===== src/rtl/flash_pkg.sv =====
// Shared types and constants for the flash read responder.
package flash_pkg;

    typedef enum logic [1:0] {
        IDLE   = 2'd0,
        ACCESS = 2'd1,
        RESP   = 2'd2
    } state_e;

    localparam int BYTES_PER_WORD   = 4;
    localparam int WORD_W           = 32;
    localparam int DEF_FLASH_ADDR_W = 23;
    localparam int DEF_ACC_CYCLES   = 4;

endpackage


===== src/rtl/flash_byte_assembler.sv =====
// Byte-index counter that inserts captured flash bytes into a 32-bit word, little-endian.
module flash_byte_assembler
    import flash_pkg::*;
(
    input  logic              clk,
    input  logic              reset,
    input  logic              clear,
    input  logic              capture,
    input  logic [7:0]        dq,
    output logic [1:0]        byte_idx,
    output logic [WORD_W-1:0] word_next,
    output logic              done
);

    logic [1:0]        idx_q, idx_d;
    logic [WORD_W-1:0] word_q, word_d;

    // word_next is the word as it will look once the current byte lands, so the
    // final byte can be forwarded on the same edge it is captured.
    always_comb begin
        word_next = word_q;
        word_next[{idx_q, 3'b000} +: 8] = dq;
        done   = capture && (idx_q == 2'(BYTES_PER_WORD - 1));
        idx_d  = idx_q;
        word_d = word_q;
        if (clear) begin
            idx_d  = 2'd0;
            word_d = '0;
        end else if (capture) begin
            idx_d  = idx_q + 2'd1;
            word_d = word_next;
        end
    end

    always_ff @(posedge clk) begin
        if (reset) begin
            idx_q  <= 2'd0;
            word_q <= '0;
        end else begin
            idx_q  <= idx_d;
            word_q <= word_d;
        end
    end

    assign byte_idx = idx_q;

endmodule


===== src/rtl/flash_read_responder.sv =====
// Avalon-MM word-read responder turning each read into four byte reads on an async flash.
// Optional one-entry last-word cache enabled by defining FLASH_RESP_CACHE_EN.
module flash_read_responder
    import flash_pkg::*;
#(
    parameter int FLASH_ADDR_W = DEF_FLASH_ADDR_W,
    parameter int ACC_CYCLES   = DEF_ACC_CYCLES
) (
    input  logic                    clk,
    input  logic                    reset,
    // Handshake: a read is accepted on a rising edge where s_read is high and
    // s_waitrequest is low; the initiator holds s_read/s_address while stalled,
    // and the response comes later as a single-cycle s_readdatavalid pulse.
    input  logic                    s_read,
    input  logic [FLASH_ADDR_W-3:0] s_address,
    output logic                    s_waitrequest,
    output logic [WORD_W-1:0]       s_readdata,
    output logic                    s_readdatavalid,
    output logic [FLASH_ADDR_W-1:0] flash_addr,
    output logic                    flash_ce_n,
    output logic                    flash_oe_n,
    input  logic [7:0]              flash_dq,
    output logic [1:0]              dbg_state
);

    localparam int         WADDR_W  = FLASH_ADDR_W - 2;
    localparam logic [3:0] ACC_LAST = 4'(ACC_CYCLES - 1);

    state_e                  state_q, state_d;
    logic [WADDR_W-1:0]      word_addr_q, word_addr_d;
    logic [3:0]              acc_cnt_q, acc_cnt_d;
    logic [FLASH_ADDR_W-1:0] flash_addr_q, flash_addr_d;
    logic                    ce_n_q, ce_n_d;
    logic                    oe_n_q, oe_n_d;
    logic                    rvalid_q, rvalid_d;
    logic [WORD_W-1:0]       rdata_q, rdata_d;

    logic                    asm_clear;
    logic                    asm_capture;
    logic [1:0]              asm_byte_idx;
    logic [WORD_W-1:0]       asm_word_next;
    logic                    asm_done;

    logic                    cache_hit;
    logic [WORD_W-1:0]       cache_data;

`ifdef FLASH_RESP_CACHE_EN
    logic                    cache_valid_q;
    logic [WADDR_W-1:0]      cache_addr_q;
    logic [WORD_W-1:0]       cache_data_q;
    logic                    fill_cache;

    assign cache_hit  = cache_valid_q && (cache_addr_q == s_address);
    assign cache_data = cache_data_q;

    always_ff @(posedge clk) begin
        if (reset) begin
            cache_valid_q <= 1'b0;
            cache_addr_q  <= '0;
            cache_data_q  <= '0;
        end else if (fill_cache) begin
            cache_valid_q <= 1'b1;
            cache_addr_q  <= word_addr_q;
            cache_data_q  <= asm_word_next;
        end
    end
`else
    assign cache_hit  = 1'b0;
    assign cache_data = '0;
`endif

    flash_byte_assembler u_asm (
        .clk       (clk),
        .reset     (reset),
        .clear     (asm_clear),
        .capture   (asm_capture),
        .dq        (flash_dq),
        .byte_idx  (asm_byte_idx),
        .word_next (asm_word_next),
        .done      (asm_done)
    );

    always_comb begin
        state_d      = state_q;
        word_addr_d  = word_addr_q;
        acc_cnt_d    = acc_cnt_q;
        flash_addr_d = flash_addr_q;
        ce_n_d       = ce_n_q;
        oe_n_d       = oe_n_q;
        rvalid_d     = 1'b0;
        rdata_d      = rdata_q;
        asm_clear    = 1'b0;
        asm_capture  = 1'b0;
`ifdef FLASH_RESP_CACHE_EN
        fill_cache   = 1'b0;
`endif
        case (state_q)
            IDLE: begin
                if (s_read) begin
                    word_addr_d = s_address;
                    if (cache_hit) begin
                        state_d  = RESP;
                        rvalid_d = 1'b1;
                        rdata_d  = cache_data;
                    end else begin
                        state_d      = ACCESS;
                        acc_cnt_d    = 4'd0;
                        flash_addr_d = {s_address, 2'b00};
                        ce_n_d       = 1'b0;
                        oe_n_d       = 1'b0;
                        asm_clear    = 1'b1;
                    end
                end
            end
            ACCESS: begin
                // Each byte address is held for ACC_CYCLES cycles; the byte is
                // taken on the edge closing the last one, with no OE gap.
                if (acc_cnt_q == ACC_LAST) begin
                    asm_capture = 1'b1;
                    acc_cnt_d   = 4'd0;
                    if (asm_done) begin
                        state_d  = RESP;
                        ce_n_d   = 1'b1;
                        oe_n_d   = 1'b1;
                        rvalid_d = 1'b1;
                        rdata_d  = asm_word_next;
`ifdef FLASH_RESP_CACHE_EN
                        fill_cache = 1'b1;
`endif
                    end else begin
                        flash_addr_d = {word_addr_q, 2'(asm_byte_idx + 2'd1)};
                    end
                end else begin
                    acc_cnt_d = acc_cnt_q + 4'd1;
                end
            end
            RESP: begin
                state_d = IDLE;
            end
            default: begin
                state_d = IDLE;
            end
        endcase
    end

    always_ff @(posedge clk) begin
        if (reset) begin
            state_q      <= IDLE;
            word_addr_q  <= '0;
            acc_cnt_q    <= 4'd0;
            flash_addr_q <= '0;
            ce_n_q       <= 1'b1;
            oe_n_q       <= 1'b1;
            rvalid_q     <= 1'b0;
            rdata_q      <= '0;
        end else begin
            state_q      <= state_d;
            word_addr_q  <= word_addr_d;
            acc_cnt_q    <= acc_cnt_d;
            flash_addr_q <= flash_addr_d;
            ce_n_q       <= ce_n_d;
            oe_n_q       <= oe_n_d;
            rvalid_q     <= rvalid_d;
            rdata_q      <= rdata_d;
        end
    end

    assign s_waitrequest   = (state_q != IDLE);
    assign s_readdata      = rdata_q;
    assign s_readdatavalid = rvalid_q;
    assign flash_addr      = flash_addr_q;
    assign flash_ce_n      = ce_n_q;
    assign flash_oe_n      = oe_n_q;
    assign dbg_state       = state_q;

endmodule


===== config.mk =====
export PLATFORM = sky130hd
export DESIGN_NAME = flash_read_responder
export DESIGN_NICKNAME = d
export VERILOG_FILES = /design/src/rtl/flash_pkg.sv /design/src/rtl/flash_byte_assembler.sv /design/src/rtl/flash_read_responder.sv
export SDC_FILE = /design/constraint.sdc
export NUM_CORES = 1
export LEC_CHECK = 0
export BUFFER_PORTS_ARGS = -buffer_cell sky130_fd_sc_hd__buf_4
export CELL_PAD_IN_SITES_DETAIL_PLACEMENT = 0
export CELL_PAD_IN_SITES_GLOBAL_PLACEMENT = 2
export CORE_MARGIN = 1
export CORE_UTILIZATION = 33
export DETAILED_ROUTE_END_ITERATION = 16
export GPL_TIMING_DRIVEN = 0
export PLACE_DENSITY = 0.83
export RECOVER_POWER = 25
export REMOVE_ABC_BUFFERS = 1
export SYNTH_ARGS = -nofsm -noshare
export SYNTH_HDL_FRONTEND = slang
export SYNTH_SLANG_ARGS = --single-unit

===== constraint.sdc =====
create_clock -name clk -period 2.2 [get_ports clk]
set_input_delay 0.44 -clock clk [delete_from_list [all_inputs] [get_ports clk]]
set_output_delay 0.44 -clock clk [all_outputs]
set_load 0.05 [all_outputs]

==> run summary, run 1 <==
Endpoint type of the worst setup path: flop
Post-synthesis sequential area ratio: 44.6%
Commonest non-fill, non-tap cells in the layout: 109 x dfxtp_1, 77 x a21oi_1, 57 x buf_4
Power per cell area: 728 nW/um^2
Max Cap Viol: 0
Mapped Cells: 542
Pin slew with the least headroom to its limit: 0.982 ns
Vias/cell: 5.54
P_leak: 2.03 nW
Cts bufs inserted: 9
Total gr overflow: 0
H-tree levels: 3
IO Pins: 93
Buffers on Ports: 92
Hold Crit Class: in -> reg
First-pass GRT wire length: 22,300 um
Synth top area share: 44.6%
FMAX: 481 MHz
Crit path max fanout: 26
DRT Wirelength: 13,800 um
Seq. cell area: 2200 sq um
Outcome: complete, no violations
Synth top area cells: dfxtp_1 45%, a21oi_1 7.8%, a211oi_1 7.8%
Fin crit share: 94.5%
Hold Fails Final Rpt: 0
Chip height: 124 um
Mean Syn Cell Area: 9.11 sq um
Placer congestion estimate: 0.750
Syn-to-layout area delta: 19.3%
GRT met2 Usage: 28.4%
Final Critical Period: 2.08 ns
Total Neg Setup Slack: 0 ns
Final nets: 629
CP Launch Type: flop
M3 GR Usage: 3.87%
Sw frac: 29.3%
Remaining DRCs: 0
Overall global routing resource usage: 17.9%
Hold buffer count at CTS: 0
Clock Path Buffers: 2
Number of global-route vias before repair: 4,232
Clock Sinks: 110
Psw: 0.00126 W
CTS tree: built
Number of enable flip-flop cells after synthesis: 0
Peak VDD IR: 0.452 mV
DR vias: 4,323
Core Util, Final: 40.4%
Clock-pin slew on the worst setup and hold paths: 0.08 ns
Yosys warns: 0
Average wire per standard cell: 17.7 um
Seq pwr share: 48.7%
Slew HR: 34.5%
Routed Antenna Nets: 0
Global routing's busiest layer: met2
Crit path kind: reg -> reg
Internal Power: 0.00303 W
Clock Tree Root: clkbuf_16
Comb power frac: 14.1%
Commonest non-fill, non-tap cell in the layout: dfxtp_1
Footprint of the multi-input gates: 2460 sq um
Largest net degree at the start of global routing: 89
Area leader, netlist: dfxtp_1
Number of diodes: 0
Unrepaired setup endpoints after global routing: no
Clk pwr share: 37.2%
Core area: 14,600 sq um
Final Slew Violations: 0
Share of cells above drive strength 1: 17.4%
Design Power: 0.00429 W
Initial antenna violation count: 0
Detailed Routing Iterations Pass 1: 4
DP HPWL: 8620 um
Netlist cell types: 43
Final Setup Violations: 0
Top FF cell, synth: dfxtp_1
Final Skew: 0.00894 ns
Async SR Flop Fraction: 0%
Site row count: 44
Mapped Area: 4940 sq um
Later-pin clock latency in the skew report: 0.36 ns
Die area: 15,500 sq um
CP required: 2.40 ns
Met1 Usage GRT: 24.1%
Filler cell count: 1,494
Crit path arrival time: 2.27 ns
Die W: 124 um
Starting density of the core: 33.9%
Detailed router's first-iteration violation count: 338
Flops & latches, synth: 110
-- layout make-up --
class                   count  area share, %
multi-input cells         359           41.7
flip-flops and latches    110           37.4
clock buffers               9           3.82
well taps                 184           3.91
repair buffers            107           11.9
inverters                   4          0.255
clock inverters             7          0.998
-- worst max-delay path, stage by stage (launching register included) --
cell and delay (ns):
dfxtp_1 0.54, or4b_4 0.70, o21ai_2 0.52, a211oi_1 0.15
-- path summary, 6_finish.rpt --
kind / startpoint / to / slack (ns) / cells past startpoint
min reg2reg: word_addr_q[16] / word_addr_q[16] / 0.45 / 2
min: s_address[8] / word_addr_q[8] / 0.33 / 3
max: dbg_state[0] / flash_addr[18] / 0.12 / 3
max reg2reg: dbg_state[0] / flash_addr[18] / 0.12 / 3
-- registers in the layout (all words and copies together) (netlist names) --
name,count
acc_cnt_q,4
flash_oe_n,1
dbg_state,2
word_addr_q,21
u_asm.byte_idx,2
s_readdatavalid,1
flash_addr,23
u_asm.word_q,24
s_readdata,32
-- power groups by stage --
stage / Sequential (W) / Combinational (W) / Clock, W
6_report: 0.00209 / 0.000604 / 0.00159
5_1_grt: 0.00210 / 0.000648 / 0.00172
4_1_cts: 0.00209 / 0.000617 / 0.00163
3_5_place_dp: 0.00214 / 0.000612 / 0
3_3_place_gp: 0.00213 / 0.000576 / 0
2_1_floorplan: 0.00226 / 0.000221 / 0
-- routing by layer --
metal | wire length (um) | up-vias
met5 | 0 | -
met4 | 101 | 0
met3 | 584 | 10
met2 | 6550 | 112
met1 | 6600 | 2101
li1 | - | 2100
-- synthesized netlist by cell type (4+ instances only) --
cell type,number
mux2i_1,21
buf_2,17
buf_1,6
a32o_1,15
nand2b_1,18
buf_4,10
nand2_1,47
a211oi_1,51
o21ai_0,20
nor2b_1,13
nand4_1,16
buf_6,5
clkbuf_1,29
nor3b_1,8
a21oi_1,77
inv_1,4
a311oi_1,16
nand3_1,21
dfxtp_1,110
ha_1,6
-- through the flow --
stage / hold slack, ns / worst slack [ns] / cells / area, sq um
after CTS: 0.323 / 0.0265 / 778 / 6000
after detailed placement: 0.446 / -0.875 / 759 / 5650
after global placement: 0.441 / -4.63 / 748 / 5500
after global routing: 0.326 / 0.00367 / 780 / 5890
final: 0.332 / 0.122 / 780 / 5890
after floorplan: 0.430 / -2.54 / 472 / 4580
-- cells by family after synthesis --
family	share of synthesized area [%]
mux	4.26
compound gates	25.7
simple gates	16.3
flops	44.6
buf+inv	7.65
fa+ha+maj	1.52
-- timing repair --
action / CTS / global route
endpoints found under the setup margin: 77 / 66
gates cloned: 0 / 1
pin swaps: 2 / 3
resized for setup: 10 / 6
setup buffers: 3 / 1
Power figures use the tool's default switching activity.
==> run 2: changes to the inputs <==
REMOVE_ABC_BUFFERS = default   (was 1)
==> run 2 against run 1 <==
Compared with the run above: setup slack better by 0.023 ns; total power fell by 1.0%; sequential share of layout area fell by 0.20 points; die area stayed put; maximum frequency grew 1.1%; highest routed layer unchanged.
==> run summary, run 2 (synthesized netlist as in run 1, its figures left out) <==
Max incr delay on CP: 0.38 ns
Hold WS: 0.338 ns
Post-place setup slack: -0.140 ns
CP required: 2.48 ns
Initial antenna violation count: 0
Final nets: 676
Average wire per standard cell: 17.6 um
P_leak: 2.08 nW
Chip height: 124 um
Vias/cell: 5.33
IO Pins: 93
Net Count, Synth: 580
Final Setup Violations: 0
Number of global-route vias before repair: 4,359
Cts bufs inserted: 9
First-pass GRT wire length: 23,500 um
Max reg flops: 32
Overall global routing resource usage: 19.2%
Endpoint type of the worst setup path: flop
Crit path arrival time: 2.33 ns
Later-pin clock latency in the skew report: 0.36 ns
Remaining DRCs: 0
Clock-pin slew on the worst setup and hold paths: 0.07 ns
Pin slew with the least headroom to its limit: 0.705 ns
Commonest non-fill, non-tap cell in the layout: dfxtp_1
Syn-to-layout area delta: 20.1%
Detailed router's first-iteration violation count: 240
Outcome: complete, no violations
Routed Antenna Nets: 0
Hold Crit Class: in -> reg
Detailed Routing Iterations Pass 1: 5
Buffers on Ports: 84
H-tree levels: 3
DP HPWL: 10,500 um
CP Launch Type: flop
Crit path max fanout: 10
Starting density of the core: 33.9%
Commonest non-fill, non-tap cells in the layout: 109 x dfxtp_1, 77 x a21oi_1, 72 x clkbuf_1
Site row count: 44
DRT Wirelength: 14,500 um
Final Skew: 0.00693 ns
CTS tree: built
Clock Sinks: 110
Max Cap Viol: 0
Final Slew Violations: 0
Hold Fails Final Rpt: 0
Core Util, Final: 40.6%
Placer congestion estimate: 0.764
Final Critical Period: 2.06 ns
Peak VDD IR: 0.382 mV
Die W: 124 um
Power per cell area: 716 nW/um^2
Share of cells above drive strength 1: 15.9%
Number of diodes: 0
Largest net degree at the start of global routing: 16
Crit path kind: reg -> reg
Clock Tree Root: clkbuf_16
FMAX: 487 MHz
Worst Slack Setup Final: 0.145 ns
Core area: 14,600 sq um
DR vias: 4,404
Total gr overflow: 0
Slew HR: 53.2%
Die area: 15,500 sq um
Worst path slowest cell: dfxtp_4
Clock Path Buffers: 2
Worst-path cell chain: inv_1, ha_1, buf_2, nor4bb_1, clkbuf_2, buf_4, a21oi_1, a211oi_1
Fin crit share: 93.4%
[run 2: what timing repair did]
action / in CTS / in global routing
pin swaps: 1 / 0
setup buffers: 1 / 0
hold buffers: 0 / 0
endpoints found under the setup margin: 18 / 20
resized for setup: 1 / 8
[run 2: worst paths after layout]
path / slack [ns] / to / depth (start not counted) / from
worst max-delay path: 0.14 / s_readdata[6] / 8 / u_asm.byte_idx[0]
worst min-delay path: 0.34 / word_addr_q[8] / 3 / s_address[8]
worst max register to register: 0.14 / s_readdata[6] / 8 / u_asm.byte_idx[0]
worst min register to register: 0.45 / word_addr_q[14] / 2 / word_addr_q[14]
[run 2: cell type report]
cell class	instances	area (sq um)
sequential	110	2210
fill	1483	8660
tap	184	230
clock buffer	14	264
inverter	4	15.0
timing repair buffer	85	480
multi-input combinational	358	2360
clock inverter	1	5.00
buffer	70	368
[run 2: critical path: cells and delay by family, from the launching register on]
family | cells | cell delay [ns]
buffers and inverters | 4 | 0.82
and+or+nand+nor | 1 | 0.24
AOI/OAI and AO/OA | 2 | 0.33
DFF | 1 | 0.38
adders and majority gates | 1 | 0.19
[run 2: where the power goes]
group / total (W) / leakage [nW] / internal [W] / switching (W)
clock network: 0.00155 / 0.133 / 0.000825 / 0.000721
logic: 0.000613 / 1.05 / 0.000191 / 0.000421
registers: 0.00209 / 0.895 / 0.00205 / 0.0000346
[run 2: metal layers]
metal,wire [um],share of wire (%),vias up,global-route usage (%)
li1,-,-,2190,-
met1,6900,48,2102,25.7
met2,6710,46,97,30.7
met3,647,4.5,15,2.88
met4,245,1.7,0,8.22
met5,0,0,-,0
[run 2: metrics by stage]
step | total power [W] | std cells | instance area (sq um) | setup TNS, ns
final | 0.00424 | 826 | 5930 | 0
after global placement | 0.00276 | 810 | 5800 | -1.48
after detailed placement | 0.00277 | 810 | 5800 | -1.53
after CTS | 0.00430 | 826 | 6080 | 0
after floorplan | 0.00255 | 542 | 4940 | 0
after global routing | 0.00443 | 826 | 5930 | -0.00649
